**config.mk**
```make
export PLATFORM = sky130hd
export DESIGN_NAME = baud_rate_generator
export DESIGN_NICKNAME = d
export VERILOG_FILES = /design/src/rtl/baud_rate_generator_pkg.sv /design/src/rtl/baud_rate_generator.sv
export SDC_FILE = /design/constraint.sdc
export NUM_CORES = 1
export LEC_CHECK = 0
export ABC_AREA = 1
export CAP_MARGIN = 20
export CORE_MARGIN = 5
export CORE_UTILIZATION = 34
export DETAILED_ROUTE_END_ITERATION = 16
export PLACE_DENSITY = 0.53
export SLEW_MARGIN = 20
export SYNTH_ARGS = -nofsm -noshare
export SYNTH_HDL_FRONTEND = slang
export SYNTH_SLANG_ARGS = --single-unit
```
**constraint.sdc**
```tcl
create_clock -name clk -period 1.5 [get_ports clk]
set_clock_uncertainty 0.05 [all_clocks]
set_input_delay 0.3 -clock clk [delete_from_list [all_inputs] [get_ports clk]]
set_output_delay 0.3 -clock clk [all_outputs]
set_load 0.05 [all_outputs]
```
**src/rtl/baud_rate_generator_pkg.sv**
```systemverilog
// Shared UART package: default counter width and baud divisor constants.
// Divisors are stored as (divide ratio - 1), which is the form the
// baud_rate_generator expects on its baud_value input.
package baud_rate_generator_pkg;

    // Default width of the divisor input and of the tick counter
    localparam int DEFAULT_WIDTH = 16;

    // Reference system clock that the constant table below is built for
    localparam int unsigned CLK_HZ_50M = 32'd50_000_000;

    // Divisor constants for a 50 MHz system clock
    localparam logic [15:0] BAUD_9600   = 16'd5207;
    localparam logic [15:0] BAUD_38400  = 16'd1301;
    localparam logic [15:0] BAUD_57600  = 16'd867;
    localparam logic [15:0] BAUD_115200 = 16'd433;

    // Divisor for any other clock/baud pair: round(f_clk / baud) - 1.
    // Intended for elaboration-time constants when new clocks are added.
    function automatic int unsigned calc_baud_value(
        input int unsigned clk_hz,
        input int unsigned baud
    );
        int unsigned ratio;
        ratio = (clk_hz + (baud / 32'd2)) / baud;
        if (ratio == 32'd0) begin
            return 32'd0;
        end else begin
            return ratio - 32'd1;
        end
    endfunction

endpackage

```
**src/rtl/baud_rate_generator.sv**
```systemverilog
// Programmable baud tick generator. Divides clk by (baud_value + 1) and
// emits a one-cycle strobe on clk_out at every baud bit boundary. The
// divisor is sampled every cycle, so a new value takes effect from the
// current count position; the comparison uses >= so a divisor reduced
// below the running count wraps on the next edge instead of running
// the counter all the way round.
module baud_rate_generator
    import baud_rate_generator_pkg::*;
#(
    parameter int WIDTH = DEFAULT_WIDTH
) (
    input  logic             clk,
    input  logic             reset,
    input  logic [WIDTH-1:0] baud_value,
    output logic             clk_out
);

    logic [WIDTH-1:0] count_r;
    logic [WIDTH-1:0] count_nxt_s;
    logic             tick_r;
    logic             tick_nxt_s;

    // Next-state: wrap and strobe at the end of the period, else advance
    always_comb begin
        count_nxt_s = count_r;
        tick_nxt_s  = 1'b0;
        if (count_r >= baud_value) begin
            count_nxt_s = {WIDTH{1'b0}};
            tick_nxt_s  = 1'b1;
        end else begin
            count_nxt_s = count_r + {{(WIDTH-1){1'b0}}, 1'b1};
            tick_nxt_s  = 1'b0;
        end
    end

    // Counter and tick registers; reset clears both with no partial tick
    always_ff @(posedge clk) begin
        if (reset) begin
            count_r <= {WIDTH{1'b0}};
            tick_r  <= 1'b0;
        end else begin
            count_r <= count_nxt_s;
            tick_r  <= tick_nxt_s;
        end
    end

    assign clk_out = tick_r;

endmodule

```
==> impl_metrics.env <==
export IMPL_cts_hold_buffers_added=0
export IMPL_fin_util_pct=57.0
export IMPL_synth_top_area_share_pct=27.7
export IMPL_slowest_delay_ps=350
export IMPL_cts_tree="done"
export IMPL_p_sw_share_pct=26.7
export IMPL_hpwlAfterDp_mm=1.99
export IMPL_grt_overflow=0
export IMPL_endpoint_kind="register"
export IMPL_start_kind="register"
export IMPL_antenna_found_initial=0
export IMPL_ys_seq_elements=17
export IMPL_required_ps=1640
export IMPL_rr_worst_depth=7
export IMPL_globalplace_congestion=0.760
export IMPL_critPathArrivalTime_ps=1660
export IMPL_hold_depth=2
export IMPL_hold_path_class="register to register"
export IMPL_pre_cts_ws_ps=-622
export IMPL_path_buf_inv=1
export IMPL_power_total_uw=886
export IMPL_min_to="count_r[0]$_SDFF_PP0_"
export IMPL_grt_max_degree=10
export IMPL_synth_enable_flop_cells=0
export IMPL_die_h_um=70.1
export IMPL_p_seq_share_pct=52.2
export IMPL_p_int_uw=649
export IMPL_period_minus_slack_ps=1510
export IMPL_cts_sinks=17
export IMPL_final_hold_viol_count=0
export IMPL_clockPowerShare_pct=27.8
export IMPL_cts_htree_levels=1
export IMPL_nNetsFinal=252
export IMPL_crit_type="register to register"
export IMPL_cts_buffers=3
export IMPL_setup_viol=4
export IMPL_rr_startpoint="count_r[15]$_SDFF_PP0_"
export IMPL_synth_area_leaders="dfxtp_1 28%, ha_1 17%, inv_1 11%"
export IMPL_wl_met2_mm=1.42
export IMPL_ys_seq_area_share_pct=27.7
export IMPL_fillCellCount=316
export IMPL_die_w_um=70.1
export IMPL_vias_per_cell=4.37
export IMPL_ys_flop_type="dfxtp_1"
export IMPL_p_sw_uw=237
export IMPL_worstHoldStart="count_r[0]$_SDFF_PP0_"
export IMPL_diodes=0
export IMPL_syn_num_nets=207
export IMPL_reg2reg_slack_ps=-10
export IMPL_vias=1144
export IMPL_syn_avg_cell_area_um2=7.15
export IMPL_drt_met1_wl_mm=1.22
export IMPL_cts_path_max_buffers=2
export IMPL_cp_top_family="simple AND/OR/NAND/NOR gates"
export IMPL_avgRoutedWirePerCell_um=10.6
export IMPL_synthToLayoutAreaGrowth_pct=58.2
export IMPL_crit_fanout=8
export IMPL_top_layer="met4"
export IMPL_worstPathCellList="ha_4, nand4_1, buf_4, a21oi_4, nor2_4, nand3_4, nor2_2"
export IMPL_leakage_nw=0.847
export IMPL_io_pins=19
export IMPL_grt_pass1_wl_mm=4.96
export IMPL_slew_viol_final=0
export IMPL_core_area_um2=3420
export IMPL_ant_nets=0
export IMPL_io_buffers=18
export IMPL_clk_pin_slew_ps=100
export IMPL_post_synth_top_area_cell="dfxtp_1"
export IMPL_tightest_slew_ps=220
export IMPL_detail_route_first_pass_iterations=4
export IMPL_rsz0062_at_grt="true"
export IMPL_drc_errors=0
export IMPL_fin_crit_sh_pct=101
export IMPL_yosys_warnings=0
export IMPL_synthCells=172
export IMPL_timing_fmax_mhz=661
export IMPL_core_rowCount=21
export IMPL_track_usage_pct=12.2
export IMPL_share_comb_of_total_power_pct=20.0
export IMPL_grt_pass1_vias=1196
export IMPL_relSlewSlack_pct=85.3
export IMPL_insertion_delay_ps=290
export IMPL_violations="negative setup slack"
export IMPL_outcome="finished with violations"
export IMPL_synthTopCellsByCount="36 x inv_1, 36 x nand2_1, 18 x nor2_1"
export IMPL_power_density_nw_per_um2=455
export IMPL_drt_iter0_drc=47
export IMPL_slowest_stage="dfxtp_2"
export IMPL_syn_cell_area_um2=1230
export IMPL_worst_slack_ps=-12.3
export IMPL_drive_above_1_share_pct=47.7
export IMPL_start_util_pct=36.0
export IMPL_vdd_drop_max_mv=0.354
export IMPL_drv_cap=0
export IMPL_routed_wl_mm=2.79
export IMPL_cts_root_buf="clkbuf_4"
export IMPL_ys_async_sr_fraction_pct=0
export IMPL_r2r_end="count_r[6]$_SDFF_PP0_"
export IMPL_synth_distinct_cells=19
export IMPL_die_area_um2=4920
export IMPL_wl_met3_um=67
## cell usage in the layout (no fill, tap or decap)
cell,Yosys,routed
a21oi_1,7,2
a21oi_2,0,3
a21oi_4,0,2
buf_12,0,1
buf_4,0,22
clkbuf_1,0,1
clkbuf_4,0,3
clkdlybuf4s50_1,0,2
dfxtp_1,17,7
dfxtp_2,0,8
dfxtp_4,0,2
dlygate4sd2_1,0,15
ha_1,17,2
ha_2,0,1
ha_4,0,14
inv_1,36,23
inv_2,0,13
nand2_1,36,28
nand2_2,1,8
nand2_4,0,1
nand3_1,5,3
nand3_2,1,3
nand3_4,1,2
nand3b_1,1,1
nand4_1,3,3
nor2_1,18,12
nor2_2,13,17
nor2_4,1,3
o21ai_1,1,2
xnor2_1,6,6
xor2_1,6,6
## worst max path at each step
stage                                      start                     end  slack, ps  cells past startpoint
after floorplan            count_r[0]$_SDFF_PP0_   count_r[9]$_SDFF_PP0_          4                     10
final                     count_r[15]$_SDFF_PP0_   count_r[6]$_SDFF_PP0_        -10                      7
after global routing      count_r[13]$_SDFF_PP0_   count_r[7]$_SDFF_PP0_       -100                      7
after detailed placement           baud_value[7]  count_r[11]$_SDFF_PP0_       -620                     12
after CTS                  count_r[7]$_SDFF_PP0_   count_r[3]$_SDFF_PP0_        -50                     10
after global placement             baud_value[7]  count_r[15]$_SDFF_PP0_       -580                     12
## power by group through the flow
stage                     clock network [mW]  registers [mW]  logic [mW]
after floorplan                            0           0.476      0.0726
after global placement                     0           0.473       0.139
after detailed placement                   0           0.473       0.146
after CTS                              0.255           0.467       0.168
after global routing                   0.268           0.464       0.199
final                                  0.246           0.463       0.177
## final cells by class
type,instances,area [um^2],area share (%)
inverters,36,135,6.95
well taps,46,57.6,2.96
flip-flops and latches,17,358,18.4
repair buffers,40,337,17.3
clock buffers,4,26.3,1.35
multi-input cells,119,1030,53.1
## routing by layer
layer / vias to the layer above / GRT usage [%]
met5: - / 0
met4: 0 / 3.19
met3: 8 / 3.30
met2: 13 / 22.2
met1: 513 / 13.8
li1: 610 / -
## cells by family after synthesis
family,Yosys count,share of synthesized area (%)
AND/OR/NAND/NOR,80,30.9
XOR/XNOR,12,8.55
AO/OA/AOI/OAI,9,3.66
buffers and inverters,37,11.9
flip-flops,17,27.7
adder cells (fa/ha/maj),17,17.3
## registers in the layout (all words and copies together), names as in the netlist
signal,flops
count_r,16
clk_out,1
## metrics by stage
step | TNS (ps) | hold slack (ps) | std cells | area, um^2
CTS | -280 | 495 | 260 | 1860
floorplan | 0 | 319 | 172 | 1230
global route | -1400 | 502 | 262 | 1950
finish | -37.3 | 488 | 262 | 1950
global placement | -9260 | 486 | 251 | 1590
detailed placement | -9870 | 491 | 251 | 1590
## what timing repair did
action                     4_1_cts  5_1_grt
pin swaps                       32       20
setup endpoints to repair       17       17
gates resized for setup         61       22
buffers inserted                 4        2
gates cloned                     1        0
## tightest hold or removal path, stage by stage, from the launching register on
cell,delay (ps)
dfxtp_2,340
buf_4,130
nor2_4,40
No activity file was read; power rests on OpenSTA's default activity.
